`src/rtl/mc_pkg.sv`:
```
// Shared encodings for the multi-cycle controller: FSM states, ALU-control codes, opcodes.
// Types and constants only; no timing or flow-control behaviour.
package mc_pkg;

  typedef enum logic [3:0] {
    FETCH   = 4'd0,
    DECODE  = 4'd1,
    MEM_ADR = 4'd2,
    MEM_RD  = 4'd3,
    MEM_WB  = 4'd4,
    MEM_WR  = 4'd5,
    R_EXE   = 4'd6,
    R_WB    = 4'd7,
    BRANCH  = 4'd8,
    I_EXE   = 4'd9,
    I_WB    = 4'd10,
    JUMP    = 4'd11
  } state_t;

  typedef enum logic [2:0] {
    ALU_ADD   = 3'b000,
    ALU_SUB   = 3'b001,
    ALU_FUNCT = 3'b010,
    ALU_ADDI  = 3'b011,
    ALU_AND   = 3'b100,
    ALU_OR    = 3'b101,
    ALU_SLT   = 3'b110
  } alu_op_t;

  localparam logic [5:0] OP_RTYPE = 6'b000000;
  localparam logic [5:0] OP_LW    = 6'b100011;
  localparam logic [5:0] OP_SW    = 6'b101011;
  localparam logic [5:0] OP_BEQ   = 6'b000100;
  localparam logic [5:0] OP_BNE   = 6'b000101;
  localparam logic [5:0] OP_J     = 6'b000010;
  localparam logic [5:0] OP_ADDI  = 6'b001000;
  localparam logic [5:0] OP_ANDI  = 6'b001100;
  localparam logic [5:0] OP_ORI   = 6'b001101;
  localparam logic [5:0] OP_SLTI  = 6'b001010;

endpackage

```
`src/rtl/mc_decode.sv`:
```
// Opcode decode: DECODE-state dispatch from the live opcode, execute-phase selects from the latched one.
// Purely combinational, zero latency; no handshake.
module mc_decode
  import mc_pkg::*;
(
  input  logic [5:0] dec_op,
  input  logic [5:0] exe_op,
  output state_t     dispatch,
  output logic       legal,
  output state_t     mem_next,
  output alu_op_t    imm_alu_op,
  output logic       br_on_ne
);

  always_comb begin
    dispatch = FETCH;
    legal    = 1'b1;
    case (dec_op)
      OP_RTYPE:                          dispatch = R_EXE;
      OP_LW, OP_SW:                      dispatch = MEM_ADR;
      OP_BEQ, OP_BNE:                    dispatch = BRANCH;
      OP_J:                              dispatch = JUMP;
      OP_ADDI, OP_ANDI, OP_ORI, OP_SLTI: dispatch = I_EXE;
      default:                           legal    = 1'b0;
    endcase
  end

  always_comb begin
    imm_alu_op = ALU_ADDI;
    case (exe_op)
      OP_ANDI: imm_alu_op = ALU_AND;
      OP_ORI:  imm_alu_op = ALU_OR;
      OP_SLTI: imm_alu_op = ALU_SLT;
      default: imm_alu_op = ALU_ADDI;
    endcase
  end

  assign mem_next = (exe_op == OP_SW) ? MEM_WR : MEM_RD;
  assign br_on_ne = (exe_op == OP_BNE);

endmodule

```
`src/rtl/mc_ctrl.sv`:
```
// Moore multi-cycle datapath controller with retired-instruction counter (lw 5, sw/R/I 4, branch/jump 3 cycles).
// FETCH, MEM_RD and MEM_WR hold until mem_ready (ignored when MEM_WAIT=0).
module mc_ctrl
  import mc_pkg::*;
#(
  parameter int MEM_WAIT = 1
) (
  input  logic        clk,
  input  logic        rst_n,
  input  logic [5:0]  opcode,
  input  logic        zero,
  input  logic        mem_ready,
  output logic        pc_en,
  output logic        iord,
  output logic        mem_read,
  output logic        mem_write,
  output logic        ir_write,
  output logic        mem_to_reg,
  output logic        reg_dst,
  output logic        reg_write,
  output logic        alu_src_a,
  output logic [1:0]  alu_src_b,
  output logic [1:0]  pc_src,
  output logic [2:0]  alu_op,
  output logic        illegal,
  output logic [31:0] retired,
  output logic [3:0]  state
);

  state_t     state_q, state_d;
  state_t     dispatch, mem_next;
  alu_op_t    imm_alu_op;
  logic [5:0] op_q;
  logic       rdy, legal, br_on_ne, retire;

  assign rdy   = (MEM_WAIT == 0) ? 1'b1 : mem_ready;
  assign state = state_q;

  mc_decode u_decode (
    .dec_op     (opcode),
    .exe_op     (op_q),
    .dispatch   (dispatch),
    .legal      (legal),
    .mem_next   (mem_next),
    .imm_alu_op (imm_alu_op),
    .br_on_ne   (br_on_ne)
  );

  always_ff @(posedge clk or negedge rst_n) begin
    if (!rst_n) state_q <= FETCH;
    else        state_q <= state_d;
  end

  always_comb begin
    state_d = state_q;
    case (state_q)
      FETCH:   if (rdy) state_d = DECODE;
      DECODE:  state_d = dispatch;
      MEM_ADR: state_d = mem_next;
      MEM_RD:  if (rdy) state_d = MEM_WB;
      MEM_WR:  if (rdy) state_d = FETCH;
      R_EXE:   state_d = R_WB;
      I_EXE:   state_d = I_WB;
      default: state_d = FETCH;
    endcase
  end

  // Outputs are held inactive while reset is asserted so nothing strobes memory.
  always_comb begin
    pc_en      = 1'b0;
    iord       = 1'b0;
    mem_read   = 1'b0;
    mem_write  = 1'b0;
    ir_write   = 1'b0;
    mem_to_reg = 1'b0;
    reg_dst    = 1'b0;
    reg_write  = 1'b0;
    alu_src_a  = 1'b0;
    alu_src_b  = 2'b00;
    pc_src     = 2'b00;
    alu_op     = ALU_ADD;
    if (rst_n) begin
      case (state_q)
        FETCH: begin
          mem_read  = 1'b1;
          ir_write  = rdy;
          pc_en     = rdy;
          alu_src_b = 2'b01;
        end
        DECODE:  alu_src_b = 2'b11;
        MEM_ADR: begin
          alu_src_a = 1'b1;
          alu_src_b = 2'b10;
        end
        MEM_RD: begin
          mem_read = 1'b1;
          iord     = 1'b1;
        end
        MEM_WB: begin
          reg_write  = 1'b1;
          mem_to_reg = 1'b1;
        end
        MEM_WR: begin
          mem_write = 1'b1;
          iord      = 1'b1;
        end
        R_EXE: begin
          alu_src_a = 1'b1;
          alu_op    = ALU_FUNCT;
        end
        R_WB: begin
          reg_write = 1'b1;
          reg_dst   = 1'b1;
        end
        BRANCH: begin
          alu_src_a = 1'b1;
          alu_op    = ALU_SUB;
          pc_src    = 2'b01;
          pc_en     = br_on_ne ? ~zero : zero;
        end
        I_EXE: begin
          alu_src_a = 1'b1;
          alu_src_b = 2'b10;
          alu_op    = imm_alu_op;
        end
        I_WB:    reg_write = 1'b1;
        JUMP: begin
          pc_src = 2'b10;
          pc_en  = 1'b1;
        end
        default: ;
      endcase
    end
  end

  always_comb begin
    retire = 1'b0;
    case (state_q)
      MEM_WB, R_WB, I_WB, BRANCH, JUMP: retire = 1'b1;
      MEM_WR:                           retire = rdy;
      default:                          retire = 1'b0;
    endcase
  end

  always_ff @(posedge clk or negedge rst_n) begin
    if (!rst_n) begin
      op_q    <= 6'd0;
      illegal <= 1'b0;
      retired <= 32'd0;
    end else begin
      if (state_q == DECODE) op_q <= opcode;
      illegal <= (state_q == DECODE) && !legal;
      if (retire) retired <= retired + 32'd1;
    end
  end

endmodule

```
`config.mk`:
```
export PLATFORM = sky130hd
export DESIGN_NAME = mc_ctrl
export DESIGN_NICKNAME = d
export VERILOG_FILES = /design/src/rtl/mc_pkg.sv /design/src/rtl/mc_decode.sv /design/src/rtl/mc_ctrl.sv
export SDC_FILE = /design/constraint.sdc
export NUM_CORES = 1
export LEC_CHECK = 0
export ABC_AREA = 1
export BUFFER_PORTS_ARGS = -buffer_cell sky130_fd_sc_hd__buf_2
export CAP_MARGIN = 10
export CORE_MARGIN = 5
export CORE_UTILIZATION = 31
export DETAILED_ROUTE_END_ITERATION = 6
export GPL_TIMING_DRIVEN = 1
export PLACE_DENSITY = 0.57
export SYNTH_ARGS = -nofsm -noshare
export SYNTH_HDL_FRONTEND = slang
export SYNTH_HIERARCHICAL = 1
export SYNTH_SLANG_ARGS = --single-unit
```
`constraint.sdc`:
```
create_clock -name clk -period 2.2 [get_ports clk]
set_clock_uncertainty 0.1 [all_clocks]
set_input_delay 0.11 -clock clk [delete_from_list [all_inputs] [get_ports clk]]
set_output_delay 0.11 -clock clk [all_outputs]
set_load 0.005 [all_outputs]
```
# [Word-level counts from Yosys, hierarchy flattened]
# Cells that the tools add are included.
[totals] register_bits=43 inputBits=10 out_inout_bits=53 wordCells=83
[classes] add_sub_neg=1 n_eq_ne=28 n_mux=34 n_bitwise=1 n_reduce_logical=15
[op_table] operator="6-bit by 4-bit equality test with 1-bit output, second input constant" n=7
[op_table] operator="32-bit by 1-bit adder with 32-bit output, second input constant" n=1
[op_table] operator="4-bit one-hot mux with 7 select lines" n=1
[op_table] operator="4-bit one-hot mux with 5 select lines" n=1
[op_table] operator="1-bit 2-to-1 mux" n=19
[op_table] operator="6-bit by 3-bit equality test with 1-bit output, second input constant" n=3
[op_table] operator="6-bit equality test, second input constant" n=3
[op_table] operator="3-bit one-hot mux with 3 select lines" n=2
[op_table] operator="4-bit by 3-bit equality test with 1-bit output, second input constant" n=4
[op_table] operator="4-bit equality test, second input constant" n=4
[op_table] operator="4-bit 2-to-1 mux" n=3
[op_table] operator="10-bit OR reduction" n=1
[op_table] operator="2-bit OR reduction" n=5
[op_table] operator="4-bit by 2-bit equality test with 1-bit output, second input constant" n=2
[op_table] operator="4-bit OR reduction" n=2
[op_table] operator="6-bit by 2-bit equality test with 1-bit output, second input constant" n=1
[op_table] operator="6-bit logical NOT" n=1
[op_table] operator="3-bit 2-to-1 mux" n=2
[op_table] operator="2-bit != test, second input constant" n=3
[op_table] operator="2-bit one-hot mux with 3 select lines" n=1
[op_table] operator="5-bit OR reduction" n=1
[op_table] operator="4-bit by 1-bit equality test with 1-bit output, second input constant" n=1
[op_table] operator="4-bit logical NOT" n=1
[op_table] operator="2-bit 2-to-1 mux" n=2
[op_table] operator="8 further kinds" n=8

# [Longest topological paths before layout]
# Gate-level depths: netlist of run 1.
[logic_depth] depth_word=5 depth_mapped=11 depth_no_buf=10

# [Cells and area by module]
# Netlist of run 1, hierarchy kept.
[by_module_without_submodules] mod="mc_ctrl" n_inst=1 cells_per_inst=447 area_each_um2=2798.9 seq_area_each_um2=1076.0
[by_module_without_submodules] mod="mc_decode" n_inst=1 cells_per_inst=52 area_each_um2=237.7 seq_area_each_um2=0.0

# [Worst setup path before layout of run 1]
# Ideal clock, no wire load.
[synth_timing] kind="register to register" start="register retired[0]" end="register retired[20]" arrival_time_ns=1.348 setup_slack_ns=0.635 stages_incl_launch_ff=9 n_path_buf=0 synth_period_minus_slack_ns=1.565 path_cell_list="dfrtp_1 -> ha_1 -> nand3_1 -> nor2_1 -> nand2_1 -> nor3_1 -> nand2_1 -> nand2_1 -> nand2_1"
[synth_via] elab_chain_len=1
[synth_rtl] element="start, declared" line_no="mc_ctrl.sv:26" source="output logic [31:0] retired,"
[synth_rtl] element="start signal, assigned" line_no="mc_ctrl.sv:153" source="if (retire) retired <= retired + 32'd1;"
[synth_rtl] element="32-bit by 1-bit adder with 32-bit output" line_no="mc_ctrl.sv:153"
# Every way passes these cells.
# A chain may end at the register's enable or synchronous reset.

# [Worst setup path in the final report of run 1]
[layout_timing] start="register state_q[3] (netlist: state[3])" end="output alu_src_b[1]"
[layout_via] elab_chain_len=4 elab_cells_between_ends=7
[layout_rtl] element="start, declared" line_no="mc_ctrl.sv:30" source="state_t state_q, state_d;"
[layout_rtl] element="start signal, assigned" line_no="mc_ctrl.sv:51" source="else state_q <= state_d;"
[layout_rtl] element="4-bit equality test or 4-bit by 2-bit equality test with 1-bit output (tied branches)" line_no="mc_ctrl.sv:83" source="case (state_q)"
[layout_rtl] element="2-bit OR reduction (no line)"
[layout_rtl] element="2-bit one-hot mux with 3 select lines *" line_no="mc_ctrl.sv:83"
[layout_rtl] element="2-bit 2-to-1 mux *" line_no="mc_ctrl.sv:82" source="if (rst_n) begin"
[layout_rtl] element="end, declared" line_no="mc_ctrl.sv:22" source="output logic [1:0] alu_src_b,"
# Every way passes the cells marked *; elsewhere a longest branch is shown, timed or not.

==> results of run 1 <==
-- metrics by stage --
| step | power (uW) | area [um^2] | instances | util, % |
|---|---|---|---|---|
| after global routing | 2884 | 3632 | 703 | 37.51 |
| after detailed placement | 2131 | 3465 | 688 | 35.78 |
| after global placement | 2126 | 3465 | 688 | 35.78 |
| after CTS | 2677 | 3632 | 703 | 37.51 |
| final | 2645 | 3632 | 703 | 37.51 |
| after floorplan | 1832 | 3037 | 499 | - |
-- worst min path at each step --
stage	to	slack [ps]	start	cells after the start
after global placement	op_q[5]	-120	rst_n	1
final	op_q[5]	170	rst_n	2
after floorplan	illegal	-290	rst_n	0
after global routing	op_q[5]	180	rst_n	2
after detailed placement	op_q[5]	-120	rst_n	1
after CTS	op_q[5]	160	rst_n	2
-- registers in the layout, indices dropped and copies added, names as in the netlist --
register  cells
retired      32
state         4
op_q          6
illegal       1
-- report_power, final --
part	leakage, uW	switching (uW)	total (uW)	internal (uW)
sequential	0.000581	137	1050	915
combinational	0.00131	716	1070	359
clock	0.0000470	272	519	247
-- cells by family (layout without fill, tap and decap cells) --
group                    Yosys count  count (layout)
XOR/XNOR                          12              12
AND/OR/NAND/NOR                  353             353
adder cells (fa/ha/maj)            1               1
buffers and inverters             63             134
AO/OA/AOI/OAI                     25              25
flip-flops                        43              43
other                              2               2
-- final cells by class --
class	count	area, um^2	share of cell area, %
clock buffer	6	82.58	2.274
clock inverter	1	5.005	0.1378
inverter	53	198.9	5.477
multi-input combinational	393	1683	46.33
sequential	43	1076	29.62
tap	133	166.4	4.581
timing repair buffer	74	420.4	11.57
-- routing by layer --
metal  GRT usage (%)  vias up  routed length (um)
li1                -     1654                   -
met1           19.33     1390                3954
met2           25.09       78                3832
met3           3.197       14                 476
met4           4.509        0                 148
met5               0        -                   0
-- Yosys cell counts, types with 5 or more instances --
library cell / instances
o21ai_0: 6
nor2_2: 5
dfrtp_1: 43
nand3b_1: 5
nand2_1: 226
o21ai_1: 8
a21oi_1: 6
nor2_1: 83
nand3_1: 20
inv_1: 51
xor2_1: 9
-- worst max-delay path, delay by kind of cell (launching register included) --
| family | cells | cell delay (ps) |
|---|---|---|
| AOI/OAI and AO/OA | 1 | 100 |
| buffers and inverters | 2 | 230 |
| DFF | 1 | 430 |
| and+or+nand+nor | 3 | 650 |
-- cells in the final DEF (no fill, tap or decap), drive strengths merged --
master	Yosys	layout
dfrtp	43	43
nor2	88	88
clkinv	0	1
nand3	20	20
ha	1	1
inv	53	53
o31ai	1	1
xor2	9	9
o211ai	3	3
nand2	229	229
dlygate4sd3	0	8
nand4	4	4
nor3b	1	1
nand3b	5	5
xnor2	3	3
a21oi	6	6
a31oi	1	1
clkbuf	1	6
conb	2	2
o21ai	14	14
nor3	5	5
buf	9	66
and2	1	1
-- repair_timing --
action                    4_1_cts  5_1_grt
hold buffers                    8        0
gates resized for setup         0        0
hold endpoints to repair       14        0
setup buffers                   0        0
==> flow_summary_export.csv, run 1 <==
group,metric,value,unit
status,status,"completed",
yosys,synth_top_cells_by_area,"dfrtp_1 (35%), nand2_1 (28%), nor2_1 (10%), inv_1 (6.3%), nand3_1 (3.3%)",
placed_design,pre_cts_ws,351.9,ps
worst_setup_path,cpMostUsedCell,"nor2_1",
yosys,synthAdderAreaFrac,0.4120,%
worst_setup_path,worstRegToRegCells,9,
layout,nets,581,
die,die_x,109.0,um
layout,num-fill-cells,1083,
yosys,netlist.area_leader.share,35.43,%
placed_design,port_buffers,62,
power,powerDensity,728.3,mW/mm^2
worst_setup_path,rrSetupSlack,320,ps
sta,fin_crit,1905,ps
die,coreArea,0.009684,mm^2
layout,area_growth,19.61,%
die,dieHeight,109.0,um
clocking,cts_tree,"done",
worst_setup_path,r2r-end,"retired[18]",
yosys,synthFlopType,"dfrtp_1",
routing,drt.antenna.violating_nets,0,
routing,drtPass1Iterations,4,
die,io_pins,63,
yosys,synthesis.area,0.003037,mm^2
grt,grt_max_degree,38,
grt,groute.usage.overall,14.99,%
layout,drive_gt1_share,14.74,%
placed_design,hpwl,6664,um
worst_setup_path,crit_fanout,6,
sta,tns,0,ps
sta,fin_ws,295.2,ps
routing,via_per_inst,4.461,
yosys,yosysWarnings,6,
yosys,synth_compound_gate_area_share,4.491,%
yosys,yosysUniqueCellTypes,29,
yosys,synth.mux.area_fraction,0,%
clocking,cts_buffers,5,
sta,max_clock_freq,0.5250,GHz
layout,diodes,0,
sta,slew_violations,0,
hold_path,min_path_type,"input pin to async pin",
sta,finalHoldViolCount,0,
sta,fin_crit_sh,86.58,%
worst_setup_path,max_stage_delay,430,ps
clocking,cts_buffer_depth,2,
routing,routed_wl,8412,um
yosys,syn_nets,510,
worst_setup_path,crit_type,"flip-flop to output pin",
worst_setup_path,arrival,1690,ps
clocking,clk_pin_slew,80,ps
die,num_rows,36,
routing,wl_per_cell,11.97,um
yosys,synth-xor-area-share,3.461,%
die,initial_utilization,31.36,%
yosys,synth-simple-area-share,46.81,%
clocking,cts-root-buf,"clkbuf_8",
sta,rsz0062_at_grt,"false",
yosys,synth_top_family_by_area,"simple AND/OR/NAND/NOR gates",
clocking,clk_latency,300,ps
worst_setup_path,cp_cell_sequence,"nor2_1 -> inv_1 -> nor2_1 -> a21oi_1 -> nor2_1 -> buf_2",
worst_setup_path,r2r-start,"state[1]",
routing,vias,3136,
placed_design,gp_congestion,0.8635,
yosys,synth_cells,499,
worst_setup_path,crit_end,"alu_src_b[1]",
grt,grt_pass1_wl,14190,um
power,irDropWorstVdd,0.4381,mV
worst_setup_path,critPathRequiredTime,1990,ps
sta,setup_viol,0,
grt,grt.overflow.total,0,
worst_setup_path,cp-end-kind,"output pin",
worst_setup_path,crit_start,"state[3]",
clocking,cts_max_level,2,
yosys,yosysTopAreaCell,"dfrtp_1",
yosys,avgSynthCellArea,6.085,um^2
clocking,numClockSinks,43,
yosys,async_flop_share,100.0,%
power,p_leak,0.001942,uW
routing,drc_errors,0,
worst_setup_path,critPathSlowestCell,"dfrtp_1",
yosys,ys_ff_latch,43,
routing,drtIter0Drc,115,
die,die_area,0.01188,mm^2
yosys,synth_edf_count,0,
sta,holdWs,170.8,ps
grt,grt_pass1_vias,3045,
yosys,seq_area_frac_synth,35.43,%
grt,antenna_found_initial,0,
run,cap_viol_max_count,0,
worst_setup_path,start_kind,"flip-flop",
Note: power is estimated with default switching activity, not from simulation.
==> run 2, diff against run 1 <==
==> constraint.sdc (replaced) <==
create_clock -name clk -period 1.8 [get_ports clk]
set_clock_uncertainty 0.1 [all_clocks]
set_input_delay 0.09 -clock clk [delete_from_list [all_inputs] [get_ports clk]]
set_output_delay 0.09 -clock clk [all_outputs]
set_load 0.005 [all_outputs]
==> flow_summary_export.csv, run 2 (synthesized netlist as in run 1, its figures left out) <==
group,metric,value,unit
grt,grt_max_degree,44,
worst_setup_path,cp.depth,8,
routing,via_per_inst,4.562,
layout,final_common_cell,"nand2_1",
layout,final_cell_mix,"nand2_1 (224), nor2_1 (70), buf_2 (62), inv_1 (49), dfrtp_1 (41)",
clocking,clk_pin_slew,80,ps
status,status,"completed",
worst_setup_path,r2r-start,"retired[0]",
worst_setup_path,crit_type,"flip-flop to output pin",
layout,design_area,0.003856,mm^2
layout,multi_input_area,0.001740,mm^2
sta,rsz0062_at_grt,"true",
die,io_pins,63,
routing,vias,3262,
worst_setup_path,critPathTopFamily,"flip-flops",
layout,num-fill-cells,1052,
sta,setup_viol,0,
die,coreArea,0.009684,mm^2
clocking,cts-root-buf,"clkbuf_8",
die,dieHeight,109.0,um
sta,slew_violations,0,
die,die_area,0.01188,mm^2
worst_setup_path,critPathSlowestCell,"dfrtp_1",
worst_setup_path,crit_start,"state[0]",
clocking,cts_buffer_depth,2,
grt,grt_pass1_vias,3011,
worst_setup_path,arrival,1570,ps
power,p_leak,0.002020,uW
clocking,cts_tree,"done",
layout,largest_reg_flops,32,
layout,diodes,0,
worst_setup_path,critPathRequiredTime,1610,ps
routing,drt.antenna.violating_nets,0,
routing,wl_per_cell,12.53,um
worst_setup_path,max_stage_delay,440,ps
hold_path,min_path_type,"input pin to async pin",
layout,drive_gt1_share,19.93,%
grt,grt.overflow.total,0,
clocking,clk_latency,300,ps
layout,nets,592,
grt,grt_pass1_wl,14370,um
routing,routed_wl,8962,um
worst_setup_path,crit_fanout,4,
placed_design,post_dp_cell_area,0.003500,mm^2
clocking,numClockSinks,43,
clocking,cts_max_level,2,
run,cap_viol_max_count,0,
grt,antenna_found_initial,0,
sta,holdWs,105.2,ps
die,num_rows,36,
placed_design,gp_congestion,0.8937,
worst_setup_path,cp-end-kind,"output pin",
layout,regArea,0.001079,mm^2
routing,drtPass1Iterations,4,
routing,drtIter0Drc,125,
worst_setup_path,cp_cell_sequence,"inv_2 -> nand2_2 -> inv_1 -> nand2_1 -> nand2_1 -> o31ai_2 -> inv_1 -> buf_2",
die,initial_utilization,31.36,%
placed_design,port_buffers,62,
die,die_x,109.0,um
placed_design,hpwl,6709,um
worst_setup_path,path_buf_inv,4,
power,irDropWorstVdd,0.5720,mV
sta,finalHoldViolCount,0,
layout,top_register,"retired",
grt,groute.usage.overall,15.15,%
worst_setup_path,start_kind,"flip-flop",
sta,max_clock_freq,0.5689,GHz
sta,fin_crit,1758,ps
power,powerDensity,994.8,mW/mm^2
worst_setup_path,worstRegToRegCells,8,
clocking,cts_buffers,5,
routing,drc_errors,0,
layout,area_growth,26.99,%
sta,fin_crit_sh,97.65,%
## run 2: area by class of cell
| cell class | count | share of cell area, % |
|---|---|---|
| multi-input cells | 393 | 45.13 |
| flip-flops and latches | 43 | 27.97 |
| repair buffers | 85 | 13.82 |
| inverters | 53 | 5.224 |
| well taps | 133 | 4.315 |
| clock buffers | 5 | 1.785 |
| clock inverters | 3 | 1.752 |
## run 2: where the power goes
part | switching [uW] | internal (uW)
Combinational | 995 | 631
Sequential | 181 | 1120
Clock | 355 | 554
## run 2: worst register-to-register path, stage by stage, from the launching register on
cell	delay [ps]
dfrtp_1	420
ha_1	210
nand3_1	160
nor2_2	220
nand2_1	70
nor3_1	200
nand2_1	90
nand2_1	60
nand2_1	40
## run 2: worst paths after layout
check | endpoint | slack [ps]
setup / recovery | alu_src_a | 40
hold / removal | state[2] | 110
setup reg to reg | retired[20] | 140
hold reg to reg | op_q[3] | 440
max in group asynchronous | retired[3] | 790
min in group clk | op_q[3] | 440
## run 2: per-stage QoR
step / TNS, ps / util, % / std cells / power [uW] / worst slack [ps]
global placement: 0 / 36.14 / 691 / 2618 / 119.1
detailed placement: 0 / 36.14 / 691 / 2634 / 64.26
global route: -363.7 / 39.82 / 715 / 4125 / -104.8
floorplan: 0 / - / 499 / 2239 / 235.3
CTS: 0 / 38.50 / 708 / 3593 / 5.848
finish: 0 / 39.82 / 715 / 3836 / 42.24
## run 2: per-layer routing
| metal | GRT usage [%] | wire, um |
|---|---|---|
| met5 | 0 | 0 |
| met2 | 25.35 | 4208 |
| met3 | 2.724 | 611 |
| met1 | 20.26 | 4031 |
| met4 | 3.607 | 110 |
## run 2: timing repair
item	4_1_cts	5_1_grt
setup buffers	1	6
pin swaps	0	2
hold buffers	8	0
setup endpoints to repair	3	25
cloned	0	1
hold endpoints to repair	51	0
resized for setup	2	23
==> run 3, diff against run 2 <==
--- a/config.mk
+++ b/config.mk
@@ -10,9 +10,11 @@
 export CAP_MARGIN = 10
 export CORE_MARGIN = 5
 export CORE_UTILIZATION = 31
+export CTS_CLUSTER_DIAMETER = 200
 export DETAILED_ROUTE_END_ITERATION = 6
 export GPL_TIMING_DRIVEN = 1
 export PLACE_DENSITY = 0.57
+export RECOVER_POWER = 100
 export SYNTH_ARGS = -nofsm -noshare
 export SYNTH_HDL_FRONTEND = slang
 export SYNTH_HIERARCHICAL = 1
==> flow_summary_export.csv, run 3 (synthesized netlist as in run 1, its figures left out) <==
group,metric,value,unit
grt,grt_max_degree,44,
clocking,clk_latency,300,ps
worst_setup_path,critPathRequiredTime,1610,ps
sta,fin_crit,1761,ps
layout,num-fill-cells,1055,
worst_setup_path,max_stage_delay,440,ps
worst_setup_path,start_kind,"flip-flop",
layout,final_common_cell,"nand2_1",
worst_setup_path,arrival,1570,ps
power,powerDensity,994.9,mW/mm^2
layout,area_growth,26.86,%
worst_setup_path,path_buf_inv,4,
power,power,3833,uW
routing,routed_wl,8973,um
placed_design,hpwl,6709,um
die,io_pins,63,
layout,top_register,"retired",
placed_design,port_buffers,62,
routing,drt.antenna.violating_nets,0,
layout,drive_gt1_share,19.42,%
power,irDropWorstVdd,0.5734,mV
worst_setup_path,critPathSlowestCell,"dfrtp_1",
sta,tns,0,ps
routing,wl_per_cell,12.55,um
clocking,cts_buffer_depth,2,
grt,grt_pass1_vias,3011,
worst_setup_path,cp_cell_sequence,"inv_2 -> nand2_2 -> inv_1 -> nand2_1 -> nand2_1 -> o31ai_2 -> inv_1 -> buf_2",
grt,antenna_found_initial,0,
sta,fin_crit_sh,97.83,%
clocking,cts_max_level,2,
clocking,clk_pin_slew,80,ps
die,die_area,0.01188,mm^2
routing,drtPass1Iterations,4,
placed_design,gp_congestion,0.8937,
die,coreArea,0.009684,mm^2
sta,finalHoldViolCount,0,
routing,vias,3252,
die,dieHeight,109.0,um
sta,max_clock_freq,0.5679,GHz
clocking,cts_tree,"done",
routing,via_per_inst,4.548,
routing,drc_errors,0,
grt,grt.overflow.total,0,
worst_setup_path,crit_type,"flip-flop to output pin",
grt,groute.usage.overall,15.15,%
clocking,cts-root-buf,"clkbuf_8",
layout,diodes,0,
run,cap_viol_max_count,0,
worst_setup_path,crit_fanout,4,
die,die_x,109.0,um
layout,nets,592,
die,num_rows,36,
clocking,numClockSinks,43,
sta,setup_viol,0,
layout,largest_reg_flops,32,
layout,final_cell_mix,"nand2_1 (224), nor2_1 (70), buf_2 (59), inv_1 (49), dfrtp_1 (41)",
worst_setup_path,critPathTopFamily,"flip-flops",
hold_path,min_path_type,"input pin to async pin",
power,p_leak,0.002010,uW
grt,grt_pass1_wl,14370,um
sta,rsz0062_at_grt,"true",
die,initial_utilization,31.36,%
status,status,"completed",
clocking,cts_buffers,5,
worst_setup_path,cp-end-kind,"output pin",
sta,slew_violations,0,
routing,drtIter0Drc,125,
[run 3: cell type report]
type                    instances  area (um^2)  share of cell area (%)
clock inverters                 3        67.56                   1.754
clock buffers                   5        68.82                   1.786
multi-input cells             393         1740                   45.18
inverters                      53        201.4                   5.229
well taps                     133        166.4                   4.320
repair buffers                 85        529.3                   13.74
flip-flops and latches         43         1079                   28.00
[run 3: metal layers]
layer  global-route usage (%)  share of wire, %  wire length, um
met5                        0                 0                0
met1                    20.26                45             4053
met2                    25.35                47             4206
met4                    3.607               1.2              110
met3                    2.724               6.7              603
[run 3: worst reg2reg max path, stage by stage, from the launching register on]
cell and delay (ps):
dfrtp_1 420, ha_1 210, nand3_1 160, nor2_2 220
nand2_1 70, nor3_1 200, nand2_1 90, nand2_1 60
nand2_1 40
[run 3: through the flow]
step	util, %	instance area (um^2)	std cells	hold slack, ps	worst slack, ps
2_1_floorplan	-	3037	499	-305.6	235.3
3_3_place_gp	36.14	3500	691	-175.5	119.1
3_5_place_dp	36.14	3500	691	-180.6	64.26
4_1_cts	38.50	3729	708	98.02	5.848
5_1_grt	39.78	3852	715	127.1	-104.8
6_report	39.78	3852	715	105.3	39.07
[run 3: path summary, 6_finish.rpt]
path	slack, ps	cells past startpoint	start	endpoint
max	40	8	state[0]	alu_src_a
max reg2reg	140	8	retired[0]	retired[20]
min in group clk	440	2	op_q[3]	op_q[3]
min reg2reg	440	2	op_q[3]	op_q[3]
min	110	2	rst_n	state[2]
max in group asynchronous	790	3	rst_n	retired[3]
[run 3: repair_timing]
action / 4_1_cts / 5_1_grt
gates cloned: 0 / 1
hold endpoints to repair: 51 / 0
gates resized for setup: 2 / 23
pin swaps: 0 / 2
hold buffers: 8 / 0
buffers inserted: 1 / 6
setup endpoints to repair: 3 / 25
[run 3: power breakdown]
part / switching [uW] / internal (uW) / leakage, uW
clock: 355 / 554 / 0.0000644
sequential: 182 / 1120 / 0.000578
combinational: 996 / 626 / 0.00137
